==> config.mk <==
export PLATFORM = sky130hd
export DESIGN_NAME = dff_pipe
export DESIGN_NICKNAME = d
export VERILOG_FILES = /design/src/rtl/dff_pipe_pkg.sv /design/src/rtl/dff_pipe_stage.sv /design/src/rtl/dff_pipe.sv
export SDC_FILE = /design/constraint.sdc
export NUM_CORES = 1
export LEC_CHECK = 0
export ABC_AREA = 0
export BUFFER_PORTS_ARGS = -buffer_cell sky130_fd_sc_hd__buf_2
export CAP_MARGIN = 20
export CORE_MARGIN = 4
export CORE_UTILIZATION = 52
export CTS_BUF_LIST = sky130_fd_sc_hd__clkbuf_4 sky130_fd_sc_hd__clkbuf_8
export DETAILED_ROUTE_END_ITERATION = 12
export GPL_ROUTABILITY_DRIVEN = 1
export GPL_TIMING_DRIVEN = 0
export PLACE_DENSITY = 0.88
export REMOVE_ABC_BUFFERS = 1
export SYNTH_ARGS = -nofsm -noshare
export SYNTH_HDL_FRONTEND = slang
export SYNTH_SLANG_ARGS = --single-unit
==> constraint.sdc <==
create_clock -name clk -period 1.86 [get_ports clk]
set_input_delay 0.186 -clock clk [delete_from_list [all_inputs] [get_ports clk]]
set_output_delay 0.186 -clock clk [all_outputs]
set_load 0.02 [all_outputs]
==> src/rtl/dff_pipe_pkg.sv <==
// Shared constants and helpers for the elastic register pipeline.
// Imported by dff_pipe; holds the depth bounds and occupancy width helper.
package dff_pipe_pkg;

   localparam int DEPTH_MIN = 1;
   localparam int DEPTH_MAX = 16;

   // Bits needed to count 0..depth inclusive
   function automatic int occ_width(input int depth);
      return $clog2(depth + 1);
   endfunction

endpackage

==> src/rtl/dff_pipe_stage.sv <==
// One v/d register pair of the elastic pipeline.
// Ready is ~v | dst_rdy so an empty stage always accepts (bubble collapse).
module dff_pipe_stage #(
   parameter int             DW     = 8,
   parameter logic [DW-1:0]  RST_VL = '0
) (
   input  logic          clk,
   input  logic          rst,
   input  logic          flush,
   input  logic          src_vld,
   input  logic [DW-1:0] src_data,
   input  logic          dst_rdy,
   output logic          v,
   output logic [DW-1:0] d,
   output logic          rdy
);

   logic          v_q;
   logic          v_d;
   logic [DW-1:0] d_q;
   logic [DW-1:0] d_d;
   logic          ld;

   assign rdy = ~v_q | dst_rdy;
   assign ld  = src_vld & rdy & ~flush;

   // Load on accept, otherwise hold; flush drops valid but keeps data
   always_comb begin
      v_d = ld | (v_q & ~dst_rdy);
      d_d = d_q;
      if (ld) begin
         d_d = src_data;
      end
      if (flush) begin
         v_d = 1'b0;
      end
   end

   // Stage registers with synchronous reset
   always_ff @(posedge clk) begin
      if (rst) begin
         v_q <= 1'b0;
         d_q <= RST_VL;
      end else begin
         v_q <= v_d;
         d_q <= d_d;
      end
   end

   assign v = v_q;
   assign d = d_q;

endmodule

==> src/rtl/dff_pipe.sv <==
// Parametrised elastic register pipeline with valid/ready and occupancy.
// Optional flush port enabled by defining DFF_PIPE_FLUSH_EN.
module dff_pipe
   import dff_pipe_pkg::*;
#(
   parameter int             DW     = 8,
   parameter int             DEPTH  = 2,
   parameter logic [DW-1:0]  RST_VL = '0,
   parameter int             CW     = occ_width(DEPTH)
) (
   input  logic          clk,
   input  logic          rst,
   input  logic          in_vld,
   output logic          in_rdy,
   input  logic [DW-1:0] in_data,
   output logic          out_vld,
   input  logic          out_rdy,
   output logic [DW-1:0] out_data,
   output logic [CW-1:0] occ
`ifdef DFF_PIPE_FLUSH_EN
   ,
   input  logic          flush
`endif
);

`ifndef DFF_PIPE_FLUSH_EN
   logic flush;
   assign flush = 1'b0;
`endif

   if (DEPTH < DEPTH_MIN || DEPTH > DEPTH_MAX) begin : g_bad_depth
      $error("dff_pipe: DEPTH out of range 1..16");
   end

   // Each stage keeps its own scalar ready wire so the
   // ready chain is not seen as a self-loop on one vector.
   for (genvar k = 0; k < DEPTH; k++) begin : g_stg
      logic          v_w;
      logic [DW-1:0] d_w;
      logic          rdy_w;
      logic          src_v;
      logic [DW-1:0] src_d;
      logic          dst_r;

      if (k == 0) begin : g_src_in
         assign src_v = in_vld;
         assign src_d = in_data;
      end else begin : g_src_stg
         assign src_v = g_stg[k-1].v_w;
         assign src_d = g_stg[k-1].d_w;
      end

      if (k == DEPTH - 1) begin : g_dst_out
         assign dst_r = out_rdy;
      end else begin : g_dst_stg
         assign dst_r = g_stg[k+1].rdy_w;
      end

      dff_pipe_stage #(
         .DW     (DW),
         .RST_VL (RST_VL)
      ) u_stage (
         .clk      (clk),
         .rst      (rst),
         .flush    (flush),
         .src_vld  (src_v),
         .src_data (src_d),
         .dst_rdy  (dst_r),
         .v        (v_w),
         .d        (d_w),
         .rdy      (rdy_w)
      );
   end

   assign in_rdy   = g_stg[0].rdy_w & ~flush;
   assign out_vld  = g_stg[DEPTH-1].v_w & ~flush;
   assign out_data = g_stg[DEPTH-1].d_w;

   logic          in_xfer;
   logic          out_xfer;
   logic [CW-1:0] occ_q;
   logic [CW-1:0] occ_d;

   assign in_xfer  = in_vld & in_rdy;
   assign out_xfer = out_vld & out_rdy;

   // Occupancy tracks accepted minus delivered words
   always_comb begin
      occ_d = occ_q + CW'(in_xfer) - CW'(out_xfer);
      if (flush) begin
         occ_d = '0;
      end
   end

   // Occupancy register
   always_ff @(posedge clk) begin
      if (rst) begin
         occ_q <= '0;
      end else begin
         occ_q <= occ_d;
      end
   end

   assign occ = occ_q;

   a_occ_bound : assert property (
      @(posedge clk) disable iff (rst) occ_q <= CW'(DEPTH)
   );

endmodule

# Word level (Yosys, flattened, before mapping)
# Index checks and enable logic that the tools add are counted.
word_totals:
  register_bits: 20
classes:
  addsub: 2
  n_bitwise: 13
op_table:
  columns: ["cell", "n"]
  rows:
  - ["AND 1 bit", 5]
  - ["NOT 1 bit", 4]
  - ["OR 1 bit", 4]
  - ["adder 2 x 1 -> 2 bit", 1]
  - ["subtractor 2 x 1 -> 2 bit", 1]

# Longest topological paths before layout
# Gate-level depths: netlist (run 1).
logic_depth:
  word_depth: 6
  mapped_depth: 10

# Cells and area by module
# From an unflattened synthesis (run 1), not the netlist that was laid out.
hier_totals:
  hier_cells: 91
  hier_area_um2: 943.4
by_module_without_submodules:
  columns: ["mod", "seq_area_each_um2", "instances", "cells_per_inst", "area_each_um2"]
  rows:
  - ["dff_pipe_stage", 180.2, 2, 40, 414.1]
  - ["dff_pipe", 40.0, 1, 11, 115.1]

# Worst setup path before layout (run 1)
# OpenSTA, ideal clock, no wires.
synth_path:
  kind: "flip-flop to flip-flop"
  startpoint: "reg g_stg[1].u_stage.v_q"
  endpoint: "reg occ_q[1] (netlist: occ[1])"
  setup_time_ps: 115
  arrival_ps: 1653
  synth_period_minus_slack_ps: 1767
  path_stages_with_launch: 11
  setup_slack_ps: 93
  t_required_ps: 1745
  path_cell_list: "dfxtp_1 nor2b_4 a21boi_2 buf_6 inv_1 ha_1 inv_1 ha_1 xor2_1 xnor2_1 nor2_1"
synth_via:
  elab_chain_cells: 6
  word_cells_on_any_way: 7
  cone_classes: "2 x add/sub; 5 x bitwise"
synth_rtl:
  columns: ["item", "line", "source"]
  rows:
  - ["start, declared", "dff_pipe_stage.sv:18", "logic v_q;"]
  - ["start signal, assigned", "dff_pipe_stage.sv:45", "v_q <= v_d;"]
  - ["NOT 1 bit", "dff_pipe_stage.sv:24", "assign rdy = ~v_q | dst_rdy;"]
  - ["OR 1 bit (2 in series)", "dff_pipe_stage.sv:24", null]
  - ["AND 1 bit", "dff_pipe.sv:84", "assign in_xfer = in_vld & in_rdy;"]
  - ["adder 2 x 1 -> 2 bit", "dff_pipe.sv:89", "occ_d = occ_q + CW'(in_xfer) - CW'(out_xfer);"]
  - ["subtractor 2 x 1 -> 2 bit (*)", "dff_pipe.sv:89", null]
  - ["end signal, assigned", "dff_pipe.sv:98", "occ_q <= '0;"]
  - ["end signal, assigned", "dff_pipe.sv:100", "occ_q <= occ_d;"]
  - ["end, declared", "dff_pipe.sv:81", "logic [CW-1:0] occ_q;"]
# Mark *: on every way between the ends. The rest lies on a longest branch, timed or not.
# A chain may end at the register's enable or synchronous reset.

# Worst setup path in the final report (run 1)
# Ends and elaborated chain as after synthesis.

==> results of run 1 <==
[report_power, final]
| group | total (mW) | leakage, nW | internal, mW | switching (mW) |
|---|---|---|---|---|
| clock network | 0.356 | 0.0279 | 0.218 | 0.138 |
| registers | 0.470 | 0.164 | 0.453 | 0.0175 |
| logic | 0.120 | 0.287 | 0.0555 | 0.0643 |
| total | 0.946 | 0.479 | 0.727 | 0.220 |
[critical path, stage by stage, from the launching register on]
cell and delay, ns:
dfxtp_1 0.37, nor2b_4 0.25, a21boi_4 0.09, inv_1 0.06, ha_1 0.22, inv_1 0.06
ha_1 0.14, xor2_1 0.17, xnor2_1 0.14, nor2_1 0.07
[flip-flops by register name (all words and copies together) (netlist names)]
name             flops
g_stg.u_stage.d     16
g_stg.u_stage.v      2
occ                  2
[cells by family after synthesis]
group | after synthesis | share of synthesized area [%]
fa+ha+maj | 2 | 2.869
flops | 20 | 45.91
xor+xnor | 2 | 2.009
simple gates | 31 | 21.09
compound gates | 19 | 11.62
buf+inv | 10 | 7.316
mux | 8 | 9.183
[per-stage QoR]
stage | util [%] | hold slack [ns]
floorplan | - | 0.2551
global placement | 61.93 | 0.4101
detailed placement | 61.93 | 0.4343
CTS | 66.31 | 0.1236
global route | 67.86 | 0.1051
finish | 67.86 | 0.1133
[cells in the mapped netlist, drive strengths merged]
| cell | n | area [µm²] |
|---|---|---|
| dfxtp | 20 | 400.4 |
| nand2b | 17 | 106.4 |
| a21oi | 10 | 50.05 |
| mux2i | 8 | 80.08 |
| nand3 | 8 | 40.04 |
| o21ai | 8 | 40.04 |
| buf | 7 | 52.54 |
| inv | 3 | 11.26 |
| ha | 2 | 25.02 |
| nor2 | 2 | 7.510 |
| nor2b | 2 | 20.02 |
| a21boi | 1 | 11.26 |
| and2 | 1 | 6.260 |
| nand2 | 1 | 3.750 |
| xnor2 | 1 | 8.760 |
| xor2 | 1 | 8.760 |
[cell type report]
| class | count | area, µm² | area share, % |
|---|---|---|---|
| clock buffers | 3 | 22.52 | 2.153 |
| clock inverters | 1 | 30.03 | 2.871 |
| inverters | 3 | 11.26 | 1.077 |
| multi-input cells | 62 | 415.4 | 39.71 |
| flip-flops and latches | 20 | 401.6 | 38.40 |
| well taps | 16 | 20.02 | 1.914 |
| repair buffers | 27 | 145.1 | 13.88 |
[timing repair]
action / in CTS / in global routing
pin swaps: 1 / 0
resized for setup: 1 / 1
endpoints found under the setup margin: 2 / 1
setup buffers: 1 / 3
[worst min-delay path by stage]
stage | start | end | slack [ns] | depth (start not counted)
finish | in_data[2] | g_stg[0].u_stage.d[2] | 0.11 | 3
global route | in_data[2] | g_stg[0].u_stage.d[2] | 0.11 | 3
CTS | in_data[2] | g_stg[0].u_stage.d[2] | 0.12 | 3
detailed placement | in_vld | g_stg[0].u_stage.v | 0.43 | 3
global placement | in_vld | g_stg[0].u_stage.v | 0.41 | 3
floorplan | rst | g_stg[1].u_stage.d[0] | 0.26 | 1
[per-layer routing]
layer | share of wire, % | vias up | global-route usage (%)
li1 | - | 352 | -
met1 | 42 | 320 | 19.36
met2 | 45 | 42 | 19.35
met3 | 8.9 | 9 | 3.976
met4 | 3.9 | 0 | 8.072
met5 | 0 | - | 0
==> flow_metrics.tcl, run 1 <==
set metrics [dict create \
    status "completed" \
    power_mw 0.9464 \
    power.density_mw_per_mm2 904.8 \
    pre_cts_ws_ns -0.2936 \
    startpoint_type "flop" \
    crit_arrival_ns 1.88 \
    fin_crit_ns 1.684 \
    finClkSkew_ns 0.008045 \
    cts_htree_levels 1 \
    vias 723 \
    vias_per_cell 5.477 \
    grt_use_total_pct 14.08 \
    postRouteAntennaNets 0 \
    path_class "flop to flop" \
    cts-hold-fix-buffers 0 \
    design_area_mm2 0.001046 \
    fin_ws_ns 0.1765 \
    hp-class "input port to flop" \
    area.growth.synth_to_final_pct 19.94 \
    syn_avg_cell_area_um2 9.479 \
    fin_crit_sh_pct 90.51 \
    drt-total-wl_um 1747 \
    r2r_cells 9 \
    grt_pass1_wl_um 2725 \
    die_area_mm2 0.002396 \
    die_h_um 48.95 \
    slew_viol_final 0 \
    yosys_warnings 0 \
    slew_headroom_pct 74.84 \
    num_io_pins 24 \
    cts_made_buffers 3 \
    num_rows 14 \
    endpoint "occ[1]" \
    drt-initial-drc-count 16 \
    final_hold_viol_count 0 \
    fmax_ghz 0.5940 \
    r2r_start "g_stg[1].u_stage.v" \
    clock_latency_ns 0.31 \
    initial_utilization_pct 56.57 \
    nNetsFinal 131 \
    setup_viol 0 \
    drtPass1Iterations 5 \
    crit_path_start "g_stg[1].u_stage.v" \
    vdd_drop_max_mv 0.5981 \
    drive_above_1_share_pct 29.31 \
    drc 0 \
    final.setup.tns_ns 0 \
    worstPathMaxFanout 6 \
    antenna_cells 0 \
    syn_inst 92 \
    place_area_um2 954.7 \
    port_buffers 23 \
    antenna_found_initial 0 \
    r2r-end "occ[1]" \
    grt_start_max_net_pins 29 \
    grt_pass1_vias 626 \
    core_area_mm2 0.001541 \
    ys_ff_latch 20 \
    netlist_area_um2 872.1 \
    wire_per_inst_um 13.23 \
    clock-sinks 20 \
    clockBufferDepth 2 \
    p_leak_nw 0.4791 \
    overflow 0 \
    maxCapViolCount 0 \
    stdcell_count 132 \
    dp_hpwl_um 1152 \
    layout_common_cells "23 x buf_2, 19 x dfxtp_1, 17 x nand2b_1, 10 x a21oi_1" \
    final_common_cell "buf_2" \
    crit_path_end_kind "flop" \
    rsz0062_at_grt "false" \
    clockRootBuffer "clkbuf_4" \
    gp_congestion 0.6679 \
    ys_types 19 \
    cp.required_ns 2.06 \
    dieWidth_um 48.95 \
    placedCellCount 124 \
    synth_seq_area_share_pct 45.91 \
    clk_pin_slew_ns 0.12 \
    cts_tree "done" \
    tightest_slew_ns 0.3774 \
    rrSetupSlack_ns 0.18 \
    fill_cells 112 \
]
Power figures use the tool's default switching activity.
==> run 2: changes to the inputs <==
--- a/config.mk
+++ b/config.mk
@@ -8,12 +8,12 @@
 export ABC_AREA = 0
 export BUFFER_PORTS_ARGS = -buffer_cell sky130_fd_sc_hd__buf_2
 export CAP_MARGIN = 20
-export CORE_MARGIN = 4
 export CORE_UTILIZATION = 52
 export CTS_BUF_LIST = sky130_fd_sc_hd__clkbuf_4 sky130_fd_sc_hd__clkbuf_8
 export DETAILED_ROUTE_END_ITERATION = 12
 export GPL_ROUTABILITY_DRIVEN = 1
 export GPL_TIMING_DRIVEN = 0
+export HOLD_SLACK_MARGIN = 0.03
 export PLACE_DENSITY = 0.88
 export REMOVE_ABC_BUFFERS = 1
 export SYNTH_ARGS = -nofsm -noshare
==> run 2 against run 1 <==
  * Register-to-register slack worse by 0.03 ns
  * Critical endpoint unchanged
  * Critical path type unchanged
  * Sequential cell count did not move
  * First-iteration DRC count down 63%
  * Clock skew down 0.0031 ns
  * Hold slack better by 0.025 ns
==> flow_metrics.tcl, run 2 (synthesized netlist as in run 1, its figures left out) <==
set metrics [dict create \
    cts_made_buffers 3 \
    p_comb_share_pct 15.1 \
    p_leak_nw 0.4593 \
    seqPwrFrac_pct 60.3 \
    utilization_pct 65.34 \
    drt-initial-drc-count 6 \
    multiInputGateArea_um2 415.4 \
    hp-class "input port to flop" \
    cts_htree_levels 1 \
    finClkSkew_ns 0.004904 \
    vias 671 \
    num_io_pins 24 \
    swShare_pct 25.07 \
    grt_use_total_pct 17.72 \
    r2r_cells 8 \
    setup_viol 0 \
    clock_latency_ns 0.29 \
    overflow 0 \
    cts-hold-fix-buffers 0 \
    drive_above_1_share_pct 27.19 \
    num_rows 14 \
    worstPathMaxFanout 12 \
    gp_congestion 0.6696 \
    fin_crit_ns 1.709 \
    grt_start_max_net_pins 29 \
    clock-sinks 20 \
    clockBufferDepth 2 \
    fmax_ghz 0.5850 \
    core_area_mm2 0.001541 \
    grt_pass1_wl_um 2428 \
    final_common_cell "buf_2" \
    min_to "g_stg[0].u_stage.v" \
    fin_crit_sh_pct 91.90 \
    initial_utilization_pct 56.57 \
    tightest_slew_ns 0.4731 \
    cp.required_ns 2.04 \
    drtPass1Iterations 4 \
    maxCapViolCount 0 \
    layout_common_cells "23 x buf_2, 20 x dfxtp_1, 17 x nand2b_1, 10 x a21oi_1" \
    grt_pass1_vias 595 \
    clk_pin_slew_ns 0.10 \
    power_mw 0.7773 \
    fill_cells 132 \
    drc 0 \
    p_int_mw 0.5825 \
    largest_reg_flops 16 \
    r2r-end "occ[1]" \
    power.switching_mw 0.1949 \
    port_buffers 23 \
    crit_path_end_kind "flop" \
    rrSetupSlack_ns 0.15 \
    r2r_start "g_stg[0].u_stage.v" \
    die_h_um 42.95 \
    vias_per_cell 5.162 \
    cts_tree "done" \
    postRouteAntennaNets 0 \
    nNetsFinal 130 \
    hold_depth 3 \
    pwr-share-clk_pct 24.6 \
    power.density_mw_per_mm2 771.8 \
    slew_viol_final 0 \
    die_area_mm2 0.001845 \
    wire_per_inst_um 12.08 \
    crit_arrival_ns 1.89 \
    fin_ws_ns 0.1507 \
    path_class "flop to flop" \
    hp-start "in_vld" \
    antenna_found_initial 0 \
    dp_hpwl_um 992.3 \
    rsz0062_at_grt "false" \
    vdd_drop_max_mv 0.4161 \
    drt-total-wl_um 1571 \
    antenna_cells 0 \
    final_hold_viol_count 0 \
    clockRootBuffer "clkbuf_4" \
    startpoint_type "flop" \
    area.growth.synth_to_final_pct 15.50 \
    status "completed" \
    seqCellArea_um2 400.4 \
    slew_headroom_pct 68.42 \
    pre_cts_ws_ns -0.2972 \
    dieWidth_um 42.95 \
]
==> run 2: cell count changes in the layout (fill, tap and decap cells not counted) <==
cell,before,now
buf_4,4,3
bufinv_16,1,0
dfxtp_1,19,20
dfxtp_2,1,0
==> run 2: worst max-delay path by stage <==
stage	from	slack [ns]	endpoint	depth (start not counted)
after global placement	g_stg[0].u_stage.v	-0.24	occ[1]	8
final	g_stg[0].u_stage.v	0.15	occ[1]	8
after floorplan	g_stg[1].u_stage.v	-0.12	occ[1]	9
after detailed placement	g_stg[0].u_stage.v	-0.30	occ[1]	8
after global routing	g_stg[0].u_stage.v	0.03	occ[1]	8
after CTS	g_stg[1].u_stage.v	0.11	occ[1]	9
==> run 2: critical path, cell delays in order (launching register included) <==
cell      delay [ns]
dfxtp_1         0.47
a21boi_4        0.23
inv_1           0.06
ha_1            0.28
inv_1           0.06
ha_1            0.14
xor2_1          0.18
xnor2_1         0.15
nor2_1          0.05
==> run 2: what timing repair did <==
item	4_1_cts	5_1_grt
endpoints found under the setup margin	2	1
resized for setup	1	0
buffers inserted	1	2
pin swaps	1	0
hold endpoints to repair	0	0
==> run 2: power by group through the flow <==
stage / logic (mW) / clock network [mW] / registers (mW)
after floorplan: 0.0564 / 0 / 0.491
after detailed placement: 0.112 / 0 / 0.478
final: 0.117 / 0.191 / 0.469
after CTS: 0.115 / 0.202 / 0.469
after global routing: 0.127 / 0.220 / 0.472
after global placement: 0.108 / 0 / 0.477
==> run 2: metrics by stage <==
step	hold slack, ns	setup TNS, ns	instances	instance area [µm²]
4_1_cts	0.1159	0	128	992.2
3_5_place_dp	0.4200	-0.4360	124	954.7
2_1_floorplan	0.2551	-0.1176	85	819.5
3_3_place_gp	0.4082	-0.3353	124	954.7
5_1_grt	0.1272	0	130	1007
6_report	0.1379	0	130	1007
==> run 2: area by class of cell <==
| class | count | share of cell area [%] |
|---|---|---|
| Clock buffer | 3 | 2.236 |
| Inverter | 3 | 1.118 |
| Multi-Input combinational cell | 62 | 41.24 |
| Sequential cell | 20 | 39.75 |
| Tap cell | 16 | 1.988 |
| Timing Repair Buffer | 26 | 13.66 |
==> run 2: per-layer routing <==
layer  track usage [%]  up-vias  share of wire [%]
li1                  -      350                  -
met1             20.86      298                 46
met2             30.00       21                 50
met3             2.553        2                4.0
met4             10.91        0               0.38
met5                 0        -                  0
==> run 3: changes to the inputs <==
--- a/config.mk
+++ b/config.mk
@@ -5,16 +5,16 @@
 export SDC_FILE = /design/constraint.sdc
 export NUM_CORES = 1
 export LEC_CHECK = 0
-export ABC_AREA = 0
+export ABC_AREA = 1
 export BUFFER_PORTS_ARGS = -buffer_cell sky130_fd_sc_hd__buf_2
 export CAP_MARGIN = 20
-export CORE_UTILIZATION = 52
+export CORE_UTILIZATION = 53
 export CTS_BUF_LIST = sky130_fd_sc_hd__clkbuf_4 sky130_fd_sc_hd__clkbuf_8
 export DETAILED_ROUTE_END_ITERATION = 12
 export GPL_ROUTABILITY_DRIVEN = 1
 export GPL_TIMING_DRIVEN = 0
 export HOLD_SLACK_MARGIN = 0.03
-export PLACE_DENSITY = 0.88
+export PLACE_DENSITY = 0.9
 export REMOVE_ABC_BUFFERS = 1
 export SYNTH_ARGS = -nofsm -noshare
 export SYNTH_HDL_FRONTEND = slang
==> run 3 against run 2 <==
  * Hold slack got worse by 0.070 ns
  * Sequential cell count unchanged
  * Largest cell class is now sequential cells
  * Global-route usage up 2.8 points
  * Worst setup slack improved by 0.060 ns
  * Register-to-register slack better by 0.06 ns
  * Utilization rose by 1.4 points
  * Critical path type unchanged
  * Highest routed layer unchanged
  * Cell count up 23%
  * Cell area up 2.1%
  * Synthesized cell count is 33% higher
  * Wire length grew 3.0%
==> flow_metrics.tcl, run 3 <==
set metrics [dict create \
    final.setup.tns_ns 0 \
    cp.required_ns 2.07 \
    grt_use_total_pct 20.48 \
    num_rows 14 \
    synth-simple-area-share_pct 34.18 \
    cpMaxStageDelayCell "dfxtp_1" \
    hp-class "input port to flop" \
    vias_per_cell 4.881 \
    fin_crit_sh_pct 88.70 \
    p_int_mw 0.6427 \
    r2r-end "occ[1]" \
    drc 0 \
    initial_utilization_pct 57.47 \
    clock_latency_ns 0.30 \
    wl_met2_um 796 \
    wirelength_met1_um 751 \
    gp_congestion 0.7403 \
    r2r_cells 10 \
    seqPwrFrac_pct 54.4 \
    postRouteAntennaNets 0 \
    startpoint_type "flop" \
    layout_common_cells "26 x nor2_1, 23 x buf_2, 22 x nand2_1, 19 x dfxtp_1, 16 x inv_1" \
    highest_layer "met4" \
    pwr-share-clk_pct 28.6 \
    max_stage_delay_ns 0.46 \
    synth-compound-area-share_pct 7.203 \
    synthMuxAreaShare_pct 0 \
    synth_common_cells "26 x nor2_1, 22 x nand2_1, 20 x dfxtp_1, 16 x inv_1, 11 x a21oi_1" \
    cts_made_buffers 3 \
    overflow 0 \
    p_comb_share_pct 17.0 \
    status "completed" \
    dp_hpwl_um 1131 \
    endpoint "occ[1]" \
    multiInputGateArea_um2 391.6 \
    clock-sinks 20 \
    synth_edf_count 0 \
    grt_pass1_wl_um 2787 \
    ys_ff_latch 20 \
    clk_pin_slew_ns 0.11 \
    r2r_start "g_stg[1].u_stage.v" \
    crit_arrival_ns 1.86 \
    grt_start_max_net_pins 20 \
    fin_crit_ns 1.650 \
    drt-initial-drc-count 15 \
    tightest_slew_ns 0.4152 \
    swShare_pct 27.77 \
    synth_seq_area_share_pct 45.20 \
    clockBufferDepth 2 \
    synthArstFlopShare_pct 0 \
    cp_cell_sequence "nand3_4 -> nand2_1 -> ha_1 -> inv_1 -> ha_1 -> inv_1 -> nand2_1 -> nand3_1 -> nand2_1 -> nor2_1" \
    slew_headroom_pct 72.15 \
    crit_cells 10 \
    syn_inst 122 \
    yosysTopAreaCellShare_pct 45.20 \
    maxCapViolCount 0 \
    finClkSkew_ns 0.005658 \
    worstPathMaxFanout 19 \
    final_common_cell "nor2_1" \
    num_io_pins 24 \
    utilization_pct 66.72 \
    core_area_mm2 0.001541 \
    synth_top_family_by_area "simple AND/OR/NAND/NOR gates" \
    synthTopCellsByArea "dfxtp_1 45%, nor2_1 11%, nand2_1 9.3%" \
    rrSetupSlack_ns 0.21 \
    antenna_cells 0 \
    area.growth.synth_to_final_pct 16.10 \
    wl_met3_um 56 \
    cp_common_cell "nand2_1" \
    fmax_ghz 0.6061 \
    synth_xor_area_share_pct 0 \
    vdd_drop_max_mv 0.4363 \
    ys_types 13 \
    clockRootBuffer "clkbuf_4" \
    die_h_um 42.88 \
    wire_per_inst_um 10.11 \
    critPathTopFamily "simple AND/OR/NAND/NOR gates" \
    cp.buffers_inverters 2 \
    die_area_mm2 0.001839 \
    power.density_mw_per_mm2 865.1 \
    drt-total-wl_um 1618 \
    fill_cells 143 \
    synth.largest_area_cell "dfxtp_1" \
    nNetsFinal 159 \
    cts_tree "done" \
    syn_avg_cell_area_um2 7.261 \
    synthAdderAreaFrac_pct 2.825 \
    netlist_area_um2 885.9 \
    synth_flop_cell "dfxtp_1" \
    p_leak_nw 0.5514 \
    drive_above_1_share_pct 20.83 \
    yosys_warnings 0 \
    antenna_found_initial 0 \
    yosysMostFrequentCell "nor2_1" \
    largest_reg_flops 16 \
    path_class "flop to flop" \
    rsz0062_at_grt "false" \
    slew_viol_final 0 \
    port_buffers 23 \
    seqCellArea_um2 401.6 \
    dieWidth_um 42.88 \
    power.switching_mw 0.2471 \
    crit_path_end_kind "flop" \
    cts_setup_buffers 0 \
    drtPass1Iterations 4 \
    grt_pass1_vias 670 \
    crit_path_start "g_stg[1].u_stage.v" \
    vias 781 \
    final_hold_viol_count 0 \
    setup_viol 0 \
    cts_htree_levels 1 \
]
==> run 3: through the flow <==
| stage | power, mW | std cells | setup slack (ns) | cell area [µm²] | hold WS, ns |
|---|---|---|---|---|---|
| floorplan | 0.5925 | 117 | 0.1854 | 855.8 | 0.2551 |
| finish | 0.8897 | 160 | 0.2102 | 1028 | 0.06827 |
| global placement | 0.6354 | 156 | 0.1938 | 991.0 | 0.3933 |
| global route | 0.9371 | 160 | 0.03548 | 1028 | 0.05878 |
| CTS | 0.9001 | 160 | 0.07609 | 1027 | 0.06487 |
| detailed placement | 0.6443 | 156 | 0.09871 | 991.0 | 0.3978 |
==> run 3: area by class of cell <==
cell class / instances / area share (%)
Tap cell: 16 / 1.946
Timing Repair Buffer: 23 / 11.19
Inverter: 17 / 6.204
Multi-Input combinational cell: 80 / 38.08
Sequential cell: 20 / 39.05
Clock buffer: 4 / 3.528
==> run 3: what timing repair did <==
item	4_1_cts	5_1_grt
resized for setup	0	1
endpoints found under the hold margin	0	0
endpoints found under the setup margin	0	1
hold buffers	0	0
==> run 3: how the worst min path moves through the flow <==
stage	startpoint	end	cells after the start
detailed placement	rst	g_stg[0].u_stage.v	2
floorplan	rst	g_stg[0].u_stage.v	1
global route	rst	g_stg[0].u_stage.v	2
CTS	rst	g_stg[0].u_stage.v	2
finish	rst	g_stg[0].u_stage.v	2
global placement	rst	occ[0]	2
==> run 3: power groups by stage <==
stage | logic (mW) | clock network [mW] | registers (mW)
after CTS | 0.153 | 0.264 | 0.483
after global routing | 0.173 | 0.275 | 0.489
final | 0.152 | 0.254 | 0.484
after floorplan | 0.0791 | 0 | 0.513
after detailed placement | 0.152 | 0 | 0.492
after global placement | 0.145 | 0 | 0.490
==> run 3: cell families (layout without fill, tap and decap cells) <==
| family | after synthesis | in the layout |
|---|---|---|
| compound gates | 12 | 12 |
| simple gates | 66 | 66 |
| buf+inv | 22 | 44 |
| fa+ha+maj | 2 | 2 |
| flops | 20 | 20 |
==> run 3: layer usage <==
metal | up-vias | track usage, %
met5 | - | 0
met4 | 0 | 11.25
met3 | 2 | 4.255
met2 | 17 | 33.33
met1 | 339 | 24.93
li1 | 423 | -
